File: config.mk
export PLATFORM = sky130hd
export DESIGN_NAME = soc_run_sequencer
export DESIGN_NICKNAME = d
export VERILOG_FILES = /design/src/rtl/tinysoc_pkg.sv /design/src/rtl/pin_edge_sync.sv /design/src/rtl/soc_run_sequencer.sv
export SDC_FILE = /design/constraint.sdc
export NUM_CORES = 1
export LEC_CHECK = 0
export ABC_CLOCK_PERIOD_IN_PS = 4600
export CAP_MARGIN = 0
export CORE_MARGIN = 5
export CORE_UTILIZATION = 40
export CTS_BUF_LIST = sky130_fd_sc_hd__clkbuf_4 sky130_fd_sc_hd__clkbuf_8
export DETAILED_ROUTE_END_ITERATION = 6
export GPL_ROUTABILITY_DRIVEN = 1
export PLACE_DENSITY_LB_ADDON = 0.08
export SETUP_SLACK_MARGIN = 0.15
export SYNTH_ARGS = -nofsm -noshare
export SYNTH_HDL_FRONTEND = slang
export SYNTH_SLANG_ARGS = --single-unit
export TNS_END_PERCENT = 5
File: constraint.sdc
create_clock -name clk -period 4.6 [get_ports clk]
set_input_delay 1.38 -clock clk [delete_from_list [all_inputs] [get_ports clk]]
set_output_delay 1.38 -clock clk [all_outputs]
set_load 0.05 [all_outputs]
File: src/rtl/tinysoc_pkg.sv
// Shared tinysoc definitions: sequencer state codes, pin beat width and
// instruction word width. Used by the sequencer, the CPU and the top level.
package tinysoc_pkg;

    localparam int unsigned TS_BEAT_W  = 6;
    localparam int unsigned TS_INSTR_W = 2 * TS_BEAT_W;

    typedef enum logic [2:0] {
        SEQ_IDLE = 3'd0,
        SEQ_LOAD = 3'd1,
        SEQ_HALT = 3'd2,
        SEQ_RUN  = 3'd3,
        SEQ_STEP = 3'd4
    } seq_state_e;

endpackage

File: src/rtl/pin_edge_sync.sv
// Two-flop synchroniser plus rising-edge detector for an asynchronous io pin.
// Ports:
//   clk  - system clock
//   rst  - asynchronous reset, active-high
//   pin  - asynchronous input pin
//   rise - one-cycle pulse, two clocks after the pin rises
module pin_edge_sync (
    input  logic clk,
    input  logic rst,
    input  logic pin,
    output logic rise
);

    logic sync1_q;
    logic sync2_q;
    logic prev_q;

    always_ff @(posedge clk or posedge rst) begin
        if (rst) begin
            sync1_q <= 1'b0;
            sync2_q <= 1'b0;
            prev_q  <= 1'b0;
        end else begin
            sync1_q <= pin;
            sync2_q <= sync1_q;
            prev_q  <= sync2_q;
        end
    end

    assign rise = sync2_q & ~prev_q;

endmodule

File: src/rtl/soc_run_sequencer.sv
// Boot-and-run controller for the tinysoc CPU. Streams a program into the
// instruction memory as pairs of pin beats, then owns CPU enable/reset for
// free run, single step, halt and budgeted run.
// Ports:
//   clk, rst          - clock, asynchronous active-high reset
//   load_data         - program beat from pins
//   load_strobe       - async pin, each rising edge presents one beat
//   load_start        - pulse, begin (re)load from IDLE or HALT
//   run_req/step_req/halt_req - control pulses
//   run_limit         - RUN cycle budget, 0 = unlimited
//   imem_waddr/imem_wdata/imem_wr - instruction memory write port
//   cpu_en, cpu_rst   - CPU enable and synchronous reset
//   load_done         - program image complete
//   state             - FSM state code for debug pins
module soc_run_sequencer
    import tinysoc_pkg::*;
#(
    parameter int unsigned IMEM_DEPTH = 8,
    parameter int unsigned IADDR_W    = 3,
    parameter int unsigned BEAT_W     = TS_BEAT_W,
    parameter int unsigned CYCLE_W    = 8
) (
    input  logic                  clk,
    input  logic                  rst,
    input  logic [BEAT_W-1:0]     load_data,
    input  logic                  load_strobe,
    input  logic                  load_start,
    input  logic                  run_req,
    input  logic                  step_req,
    input  logic                  halt_req,
    input  logic [CYCLE_W-1:0]    run_limit,
    output logic [IADDR_W-1:0]    imem_waddr,
    output logic [2*BEAT_W-1:0]   imem_wdata,
    output logic                  imem_wr,
    output logic                  cpu_en,
    output logic                  cpu_rst,
    output logic                  load_done,
    output logic [2:0]            state
);

    localparam logic [IADDR_W-1:0] LastAddr = IADDR_W'(IMEM_DEPTH - 1);

    seq_state_e            state_q;
    logic [IADDR_W-1:0]    addr_q;
    logic [2*BEAT_W-1:0]   wdata_q;
    logic                  wr_q;
    logic                  en_q;
    logic                  crst_q;
    logic                  done_q;
    logic                  phase_q;
    logic [BEAT_W-1:0]     low_q;
    logic [CYCLE_W-1:0]    cycle_cnt_q;

    logic                  beat;
    logic [CYCLE_W-1:0]    cnt_inc;
    logic                  budget_hit;

    pin_edge_sync u_strobe_sync (
        .clk  (clk),
        .rst  (rst),
        .pin  (load_strobe),
        .rise (beat)
    );

    assign cnt_inc    = cycle_cnt_q + CYCLE_W'(1);
    assign budget_hit = (run_limit != '0) && (cnt_inc == run_limit);

    always_ff @(posedge clk or posedge rst) begin
        if (rst) begin
            state_q     <= SEQ_IDLE;
            addr_q      <= '0;
            wdata_q     <= '0;
            wr_q        <= 1'b0;
            en_q        <= 1'b0;
            crst_q      <= 1'b1;
            done_q      <= 1'b0;
            phase_q     <= 1'b0;
            low_q       <= '0;
            cycle_cnt_q <= '0;
        end else begin
            wr_q <= 1'b0;
            // Address advances the cycle after each write strobe.
            if (wr_q) begin
                addr_q <= addr_q + IADDR_W'(1);
            end
            unique case (state_q)
                SEQ_IDLE: begin
                    crst_q <= 1'b1;
                    en_q   <= 1'b0;
                    if (load_start) begin
                        state_q <= SEQ_LOAD;
                        done_q  <= 1'b0;
                        addr_q  <= '0;
                        phase_q <= 1'b0;
                    end
                end
                SEQ_LOAD: begin
                    crst_q <= 1'b1;
                    en_q   <= 1'b0;
                    if (wr_q && (addr_q == LastAddr)) begin
                        state_q <= SEQ_HALT;
                        done_q  <= 1'b1;
                    end else if (beat) begin
                        if (!phase_q) begin
                            low_q   <= load_data;
                            phase_q <= 1'b1;
                        end else begin
                            wr_q    <= 1'b1;
                            wdata_q <= {load_data, low_q};
                            phase_q <= 1'b0;
                        end
                    end
                end
                SEQ_HALT: begin
                    // cpu_rst stays high only for the first HALT cycle after LOAD.
                    crst_q <= 1'b0;
                    en_q   <= 1'b0;
                    if (load_start) begin
                        state_q <= SEQ_LOAD;
                        crst_q  <= 1'b1;
                        done_q  <= 1'b0;
                        addr_q  <= '0;
                        phase_q <= 1'b0;
                    end else if (halt_req) begin
                        state_q <= SEQ_HALT;
                    end else if (step_req) begin
                        state_q <= SEQ_STEP;
                        en_q    <= 1'b1;
                    end else if (run_req) begin
                        state_q     <= SEQ_RUN;
                        en_q        <= 1'b1;
                        cycle_cnt_q <= '0;
                    end
                end
                SEQ_STEP: begin
                    en_q    <= 1'b0;
                    state_q <= SEQ_HALT;
                end
                SEQ_RUN: begin
                    if (cycle_cnt_q != '1) begin
                        cycle_cnt_q <= cnt_inc;
                    end
                    // load_start here only halts; the load needs a second pulse.
                    if (halt_req || load_start || budget_hit) begin
                        state_q <= SEQ_HALT;
                        en_q    <= 1'b0;
                    end
                end
                default: begin
                    state_q <= SEQ_IDLE;
                    en_q    <= 1'b0;
                    crst_q  <= 1'b1;
                end
            endcase
        end
    end

    assign imem_waddr = addr_q;
    assign imem_wdata = wdata_q;
    assign imem_wr    = wr_q;
    assign cpu_en     = en_q;
    assign cpu_rst    = crst_q;
    assign load_done  = done_q;
    assign state      = state_q;

endmodule

==> reports/metrics.csv <==
stage,metric,value,unit
synthesis,syn avg cell area,11.49,um2
detailed_routing,Pre-antenna DRT Iters,4,
detailed_routing,initial drt markers,89,
worst_setup_path,Worst EP required,3.22,ns
synthesis,Post-synth EDFFs,0,
worst_setup_path,Worst path max stage delay,0.89,ns
finish,share of cells above drive strength 1,16.06,%
worst_setup_path,kind of critical path,reg -> out,
power_and_ir_drop,Leakage,1.101,nW
floorplanning,width of the die,81.30,um
sta,max_slew headroom,35.95,%
place,gpl congestion,0.8296,
finish,Nets,241,
clock_tree,clk slew on worst S/H paths,0.07,ns
power_and_ir_drop,total power,1.540,mW
finish,antenna cell count,0,
global_routing,vias in the first global route,1539,
sta,setup TNS,0,ns
synthesis,top post-synthesis cells by area,"dfrtp_1, mux2_4, xnor2_1",
finish,FILL cells,455,
worst_setup_path,crit-path cells,clkdlybuf4s50_1,
global_routing,pin count of the biggest net entering global routing,24,
synthesis,Synth top area share,48.00,%
global_routing,met1 Track Usage GR,17.56,%
synthesis,number of synthesized register bits,40,
synthesis,fraction of registers with async set/reset,100.0,%
global_routing,first-pass GRT wire length,7134,um
min_path,worst hold path cell count,0,
detailed_routing,DRC,0,
sta,fin. max-slew vios,0,
place,hpwl dp,3094,um
worst_setup_path,Top delay family on crit path,buffers and inverters,
worst_setup_path,CP arrival,1.76,ns
floorplanning,Core Region,5010,um2
global_routing,busiest grt layer,met2,
detailed_routing,final WL,4253,um
worst_setup_path,Worst Path Max Fanout,10,
worst_setup_path,R2R Setup Slk,2.20,ns
global_routing,met3 Use GR,4.213,%
worst_setup_path,Startpoint Class,register,
global_routing,met2 Use GR,23.21,%
synthesis,dominant synthesized flop cell,dfrtp_1,
synthesis,sequential fraction of the synthesis area,49.29,%
clock_tree,Num CTS Buffers,5,
sta,period utilization,68.36,%
synthesis,post-synth top area cell,dfrtp_1,
synthesis,mapped cell area,2033,um2
detailed_routing,Post-DRT Antenna Nets,0,
detailed_routing,total number of vias,1451,
floorplanning,die area,6609,um2
finish,Area Growth Syn to Fin,26.89,%
worst_setup_path,Critical Path Sink Type,output port,
synthesis,Syn Nets,201,
clock_tree,clk_lat worst skew,0.29,ns
power_and_ir_drop,Max VDD drop,0.0003245,V
power_and_ir_drop,pwr/cell area,597.0,nW/um2
clock_tree,clk sinks,40,
worst_setup_path,R2R depth,7,
sta,final setup violation count,0,
synthesis,Synthesis Warnings,0,
worst_setup_path,Levels on crit path,1,
place,I/O Buffers,42,
clock_tree,Hold Buf Count CTS,0,
global_routing,initial antenna violation count,0,
worst_setup_path,Critical-path top delay cell,clkdlybuf4s50_1,
sta,Final Hold Viols,0,
synthesis,number of distinct library cells after synthesis,43,
sta,hold slack final,0.3690,ns
clock_tree,cts repair resizes,0,
clock_tree,Bufs on Longest Clock Path,2,
global_routing,grt ovf,0,
flow_run,MaxCap Viol Count,0,
detailed_routing,routed wire length per instance,14.77,um
synthesis,Cells after Synth,177,
detailed_routing,post-DR vias/cell,5.038,
sta,Max Fclk,318.0,MHz
sta,post-route minimum period,3.144,ns
min_path,class of the worst hold path,reg -> reg,
sta,skew final,0.008691,ns
clock_tree,Post-CTS Setup Bufs,0,
clock_tree,depth of the CTS H-tree,2,
clock_tree,Root Buffer,clkbuf_8,
outcome,status,"finished, final reports clean",
floorplanning,row count,26,
worst_setup_path,Crit path buffers/inverters,1,
finish,Util after Layout,51.50,%
place,pre-CTS setup slack,1.390,ns
floorplanning,# IOs,43,
clock_tree,CTS tree,done,
sta,RSZ-0062 raised after global routing,false,
global_routing,Total GRT Usage,14.05,%
sta,final worst slack,1.456,ns
floorplanning,Initial Util,40.58,%
sta,Slew @ Worst Pin,0.9596,ns
floorplanning,DIE HEIGHT,81.30,um
## kinds of logic (layout without fill, tap and decap cells)
| logic type | count (synthesis) | count (layout) | share of synthesized area (%) |
|---|---|---|---|
| AOI/OAI and AO/OA | 33 | 33 | 10.58 |
| xor gates and xnor gates | 13 | 13 | 5.600 |
| adders and majority gates | 3 | 3 | 1.846 |
| buffers and inverters | 13 | 54 | 3.815 |
| DFF | 40 | 40 | 49.29 |
| muxes | 21 | 21 | 13.11 |
| and+or+nand+nor | 54 | 54 | 15.75 |
## synthesized netlist by cell type, types with 3 or more instances
cell and number:
dfrtp_1 39, o21ai_0 11, inv_1 3, nor2b_1 4, nand2b_1 4, buf_2 5
o41ai_1 3, mux2i_1 3, a21oi_1 7, ha_1 3, mux2_2 8, nand2_1 10
xnor2_1 11, o31ai_1 3, nand3_1 3, nor4b_1 3, nor2_1 14, mux2_4 9
## registers in the layout, summed over array words and instances, names as in the netlist, 3 cells and up
register	cells
cycle_cnt_q	8
imem_wdata	12
state	3
imem_waddr	3
low_q	6
## through the flow
| stage | area [um2] | cells |
|---|---|---|
| 6_report | 2580 | 288 |
| 5_1_grt | 2580 | 288 |
| 4_1_cts | 2580 | 288 |
| 3_5_place_dp | 2482 | 280 |
| 3_3_place_gp | 2482 | 280 |
| 2_1_floorplan | 2033 | 177 |
## cell type report
| cell class | instances | area (um2) | area share (%) |
|---|---|---|---|
| clock buffers | 8 | 97.59 | 3.783 |
| well taps | 70 | 87.58 | 3.395 |
| flip-flops and latches | 40 | 1002 | 38.85 |
| inverters | 3 | 11.26 | 0.4365 |
| multi-input cells | 124 | 953.4 | 36.95 |
| repair buffers | 43 | 427.9 | 16.59 |
## worst paths after layout
path                                                 start                         endpoint
min in group asynchronous                              rst        imem_wdata[7]$_DFFE_PP0P_
max                                   state[2]$_DFFE_PP0P_                         state[2]
min reg2reg                u_strobe_sync.sync1_q$_DFF_PP0_  u_strobe_sync.sync2_q$_DFF_PP0_
max reg2reg                        imem_waddr[0]$_DFF_PP0_             low_q[0]$_DFFE_PP0P_
max in group asynchronous                              rst                imem_wr$_DFF_PP0_
min                        u_strobe_sync.sync1_q$_DFF_PP0_  u_strobe_sync.sync2_q$_DFF_PP0_
## where the power goes
part           leakage [nW]  switching [mW]  internal, mW  total, mW
logic                 0.542           0.419         0.301      0.719
registers             0.507           0.108         0.465      0.573
clock network        0.0523           0.113         0.134      0.247
total                  1.10           0.640         0.900       1.54
## per-layer routing
metal	up-vias	routed length, um
li1	704	-
met3	5	223
met1	709	1904
met2	33	2081
met5	-	0
met4	0	44
## layout by cell type, fill, tap and decap left out, types with 2 or more instances in the layout
master	n
clkdlybuf4s50_1	42
dfrtp_1	39
nor2_1	14
xnor2_1	11
o21ai_0	11
nand2_1	10
mux2_4	9
mux2_2	8
a21oi_1	7
clkbuf_8	6
nor2b_1	4
nand2b_1	4
nand3_1	3
o41ai_1	3
nor4b_1	3
o31ai_1	3
mux2i_1	3
inv_1	3
ha_1	3
nand4_1	2
o21ai_1	2
nand2_2	2
nor4_1	2
xor2_1	2
and3_1	2
a31oi_1	2
clkbuf_4	2
Note: power is estimated with default switching activity, not from simulation.
